## config.mk

```make
export PLATFORM = sky130hd
export DESIGN_NAME = ecc_check26
export DESIGN_NICKNAME = d
export VERILOG_FILES = /design/src/rtl/ecc_check26.sv
export SDC_FILE = /design/constraint.sdc
export NUM_CORES = 1
export LEC_CHECK = 0
export CAP_MARGIN = 0
export CORE_MARGIN = 4
export CORE_UTILIZATION = 40
export CTS_CLUSTER_SIZE = 24
export DETAILED_ROUTE_END_ITERATION = 6
export GPL_TIMING_DRIVEN = 0
export PLACE_DENSITY_LB_ADDON = 0.05
export RECOVER_POWER = 100
export REMOVE_ABC_BUFFERS = 1
export SLEW_MARGIN = 10
export SYNTH_ARGS = -nofsm -noshare
export SYNTH_HDL_FRONTEND = slang
export SYNTH_SLANG_ARGS = --single-unit
```

## constraint.sdc

```tcl
create_clock -name clk -period 2.4 [get_ports clk]
set_input_delay 0.24 -clock clk [delete_from_list [all_inputs] [get_ports clk]]
set_output_delay 0.24 -clock clk [all_outputs]
set_load 0.1 [all_outputs]
```

## src/rtl/ecc_check26.sv

```systemverilog
// Hamming(31,26) read-path checker/corrector with a two-stage valid/ready pipeline
// and a saturating count of words whose syndrome was nonzero.
module ecc_check26 #(
  parameter int unsigned CNT_W = 16
) (
  input  logic             clk,
  input  logic             rst,
  input  logic             in_valid,
  output logic             in_ready,
  input  logic [25:0]      in_data,
  input  logic [4:0]       in_code,
  output logic             out_valid,
  input  logic             out_ready,
  output logic [25:0]      out_data,
  output logic             out_err,
  output logic [4:0]       out_syndrome,
  output logic [CNT_W-1:0] err_cnt,
  input  logic             cnt_clr
);

  // Data-bit coverage of each check bit.
  localparam logic [25:0] MaskP0 = 26'h2AAAD5B;
  localparam logic [25:0] MaskP1 = 26'h333366D;
  localparam logic [25:0] MaskP2 = 26'h3C3C78E;
  localparam logic [25:0] MaskP3 = 26'h3FC07F0;
  localparam logic [25:0] MaskP4 = 26'h3FFF800;

  // Map a syndrome (codeword position) to a one-hot data-bit flip mask.
  // Powers of two are check-bit positions and yield an empty mask.
  function automatic logic [25:0] flip_mask(input logic [4:0] s);
    logic [25:0] m;
    logic [4:0]  k;
    m = '0;
    k = '0;
    for (int p = 1; p < 32; p++) begin
      if ((p & (p - 1)) != 0) begin
        if (s == 5'(p)) m[k] = 1'b1;
        k = k + 5'd1;
      end
    end
    return m;
  endfunction

  logic        s1_valid;
  logic [25:0] s1_data;
  logic [4:0]  s1_syn;
  logic        s2_valid;
  logic        s2_load;
  logic        s1_accept;
  logic [4:0]  in_parity;
  logic [4:0]  in_syn;
  logic [25:0] corr_data;

  always_comb begin
    in_parity[0] = ^(in_data & MaskP0);
    in_parity[1] = ^(in_data & MaskP1);
    in_parity[2] = ^(in_data & MaskP2);
    in_parity[3] = ^(in_data & MaskP3);
    in_parity[4] = ^(in_data & MaskP4);
    in_syn       = in_parity ^ in_code;
  end

  always_comb begin
    s2_load   = s1_valid && (!s2_valid || out_ready);
    in_ready  = !s1_valid || s2_load;
    s1_accept = in_valid && in_ready;
    corr_data = s1_data ^ flip_mask(s1_syn);
  end

  // Stage 1: captured word and its syndrome.
  always_ff @(posedge clk or posedge rst) begin
    if (rst) begin
      s1_valid <= 1'b0;
      s1_data  <= '0;
      s1_syn   <= '0;
    end else if (s1_accept) begin
      s1_valid <= 1'b1;
      s1_data  <= in_data;
      s1_syn   <= in_syn;
    end else if (s2_load) begin
      s1_valid <= 1'b0;
    end
  end

  // Stage 2: corrected output, held while the consumer stalls.
  always_ff @(posedge clk or posedge rst) begin
    if (rst) begin
      s2_valid     <= 1'b0;
      out_data     <= '0;
      out_err      <= 1'b0;
      out_syndrome <= '0;
    end else if (s2_load) begin
      s2_valid     <= 1'b1;
      out_data     <= corr_data;
      out_err      <= (s1_syn != 5'd0);
      out_syndrome <= s1_syn;
    end else if (out_ready) begin
      s2_valid <= 1'b0;
    end
  end

  assign out_valid = s2_valid;

  // Clear has priority over a simultaneous increment.
  always_ff @(posedge clk or posedge rst) begin
    if (rst) begin
      err_cnt <= '0;
    end else if (cnt_clr) begin
      err_cnt <= '0;
    end else if (s2_load && (s1_syn != 5'd0) && (err_cnt != {CNT_W{1'b1}})) begin
      err_cnt <= err_cnt + 1'b1;
    end
  end

endmodule

```

==> results of run 1 <==
## through the flow
stage	area, um2	instances
finish	5330	612
global route	5330	612
CTS	5340	609
detailed placement	5150	593
global placement	5090	591
floorplan	4080	373
## worst min path at each step
stage | to | slack, ps | cells past startpoint
2_1_floorplan | err_cnt[1]$_DFFE_PP0P_ | 300 | 1
3_3_place_gp | out_syndrome[1]$_DFFE_PP0P_ | 490 | 1
3_5_place_dp | out_syndrome[3]$_DFFE_PP0P_ | 500 | 1
4_1_cts | out_data[19]$_DFFE_PP0P_ | 280 | 2
5_1_grt | s1_valid$_DFFE_PP0P_ | 530 | 2
6_report | out_syndrome[3]$_DFFE_PP0P_ | 510 | 1
## state kept, by name, indices dropped and copies added (netlist names)
name	flops
out_data	26
s1_syn	5
out_err	1
out_syndrome	5
out_valid	1
err_cnt	16
s1_data	26
s1_valid	1
## where the power goes
group          leakage [nW]  switching [mW]  internal (mW)  total (mW)
sequential            0.969           0.298           1.65        1.94
combinational         0.994            1.93          0.746        2.68
clock                0.0974           0.480          0.508       0.988
total                  2.06            2.71           2.90        5.61
## layout by cell type (no fill, tap or decap), drive strengths merged
cell type,instances
clkinv,2
nor3,5
nor4bb,1
and4,2
nand3,13
clkbuf,17
bufinv,1
or3,1
nor2,55
dfrtp,81
dlygate4sd3,50
and2,1
clkdlybuf4s50,34
nor4,6
buf,2
ha,1
xor2,21
o311ai,1
nor3b,3
mux2,32
nand2,24
nor4b,2
nand4b,1
xnor3,2
o211ai,1
inv,3
nand2b,5
nand4,4
a21oi,27
xnor2,67
o21ai,7
nor2b,5
nand3b,2
## cells in the mapped netlist
cell	count	share of area [%]
a21oi_1	27	3.2
and2_1	1	0.15
and4_1	2	0.42
buf_1	4	0.36
buf_2	4	0.48
buf_6	1	0.27
clkbuf_1	10	0.90
dfrtp_1	81	49
ha_1	1	0.30
inv_1	3	0.27
mux2_1	1	0.27
mux2_2	31	8.4
nand2_1	24	2.2
nand2b_1	5	0.75
nand3_1	12	1.4
nand3_2	1	0.24
nand3b_1	2	0.36
nand4_1	4	0.60
nand4b_1	1	0.21
nor2_1	55	5.0
nor2b_1	5	0.75
nor3_1	5	0.60
nor3b_1	3	0.54
nor4_1	5	0.75
nor4_2	1	0.30
nor4b_2	2	0.72
nor4bb_1	1	0.24
o211ai_1	1	0.18
o21ai_0	7	0.84
o311ai_4	1	0.63
or3_4	1	0.27
xnor2_1	67	14
xnor3_1	2	1.1
xor2_1	21	4.4
## layer usage
layer	part of all wire, %	GRT usage (%)
met1	50	24.5
met2	44	24.2
met3	4.5	2.52
met4	1.5	6.68
met5	0	0
## logic make-up after synthesis
family                   share of synthesized area [%]
buffers and inverters                             2.29
XOR/XNOR                                          19.6
AO/OA/AOI/OAI                                     4.90
adder cells (fa/ha/maj)                          0.301
AND/OR/NAND/NOR                                   15.5
multiplexers                                      8.66
flip-flops                                        48.7
## repair_timing
item | in CTS | in global routing
hold buffers | 0 | 0
endpoints found under the setup margin | 0 | 2
buffers inserted | 0 | 3
resized for setup | 0 | 1
## area by class of cell
type / instances / area share, %
Sequential cell: 81 / 38.1
Inverter: 3 / 0.211
Clock buffer: 13 / 2.80
Multi-Input combinational cell: 289 / 37.9
Clock inverter: 3 / 0.752
Tap cell: 133 / 3.13
Timing Repair Buffer: 90 / 17.1
## worst reg2reg max path: stages (launching register included)
cell and delay (ps):
dfrtp_1 430, nand3b_1 150, nand2_1 1050, mux2_2 450
==> out/metrics.yaml, run 1 <==
grt_max_degree: 46
numCtsBuffers: 9
rsz0062_at_grt: "false"
avgSynthCellArea_um2: 10.6
synth_seq_cells: 81
ff_latch_area_mm2: 0.00203
routed_wl_um: 9300
drt_iter0_markers: 71
htreeDepth: 3
dp_slack_ps: 26.3
worstHoldStart: "out_syndrome[3]$_DFFE_PP0P_"
cp.depth: 1
slew_viol_final: 0
fin_tns_setup_ps: 0
min_period_ps: 2290
setup_slack_ps: 111
io_buffers: 85
die_h_um: 110
reg2reg_depth: 3
num_rows: 36
area_growth_pct: 28.0
r2r_end: "s1_data[14]$_DFFE_PP0P_"
ios: 86
drtAntennaViolNets: 0
initial_core_util_pct: 41.8
path_max_fanout: 7
viasPerCell: 4.83
overflow: 0
cp-start-kind: "flip-flop"
leakagePower_nw: 2.06
synthDistinctLibCells: 34
path_clk_slew_ps: 80
cts_root_buf: "clkbuf_8"
synth_cells: 392
ff2ff_setup_slack_ps: 210
critPathTopFamily: "buffers and inverters"
worstReg2RegStart: "s1_valid$_DFFE_PP0P_"
clk_path_buf_depth: 2
max-vdd-ir-drop_mv: 0.578
powerDensity_mw_per_mm2: 1050
seq_area_frac_synth_pct: 48.7
cap_violations: 1
clock_skew_ps: 8.34
route.detailed.drc: 0
setup_violations: 0
synth_area_mm2: 0.00416
period_share_pct: 95.4
cp_num_buf_inv: 1
die_x_um: 110
hpwl_um: 6850
status: "complete, but fails checks"
maxSlewHeadroom_pct: 0.320
grt_pass1_vias: 2925
endpoint: "err_cnt[6]"
die-area_mm2: 0.0121
yosys_warnings: 0
cp.required_ps: 2160
hold_viol: 0
antenna_found_initial: 0
fillers: 952
grtUsageTotal_pct: 16.6
dr_total_vias: 2959
arrival_ps: 2050
endpoint_kind: "output pin"
clock_latency_ps: 350
post_drt_wl_per_cell_um: 15.2
cts_sinks: 81
max_freq_mhz: 437
total_power_mw: 5.61
drive_gt1_share_pct: 10.9
hp-class: "reg -> reg"
fin_util_pct: 53.5
worstMarginPinSlew_ps: 1490
globalplace.congestion: 0.779
core_area_mm2: 0.00995
grt_pass1_wl_um: 15200
diodes: 0
cts_tree: "built"
holdWs_ps: 506
violations: "max-capacitance violations"
max_stage_delay_ps: 1240
dr.pass1.iters: 4
multi_input_area_mm2: 0.00202
final_nets: 511
crit_type: "reg -> out"
startpoint: "err_cnt[6]$_DFFE_PP0P_"
crit_slowest_cell: "dlygate4sd3_1"
crit_chain: "dlygate4sd3_1"
Power figures use the tool's default switching activity.
==> inputs of run 2 (changes only) <==
--- a/config.mk
+++ b/config.mk
@@ -18,3 +18,4 @@
 export SYNTH_ARGS = -nofsm -noshare
 export SYNTH_HDL_FRONTEND = slang
 export SYNTH_SLANG_ARGS = --single-unit
+export TNS_END_PERCENT = 10
==> results of run 2 <==
No change in the layout: final DEF, timing and power equal those of run 1.
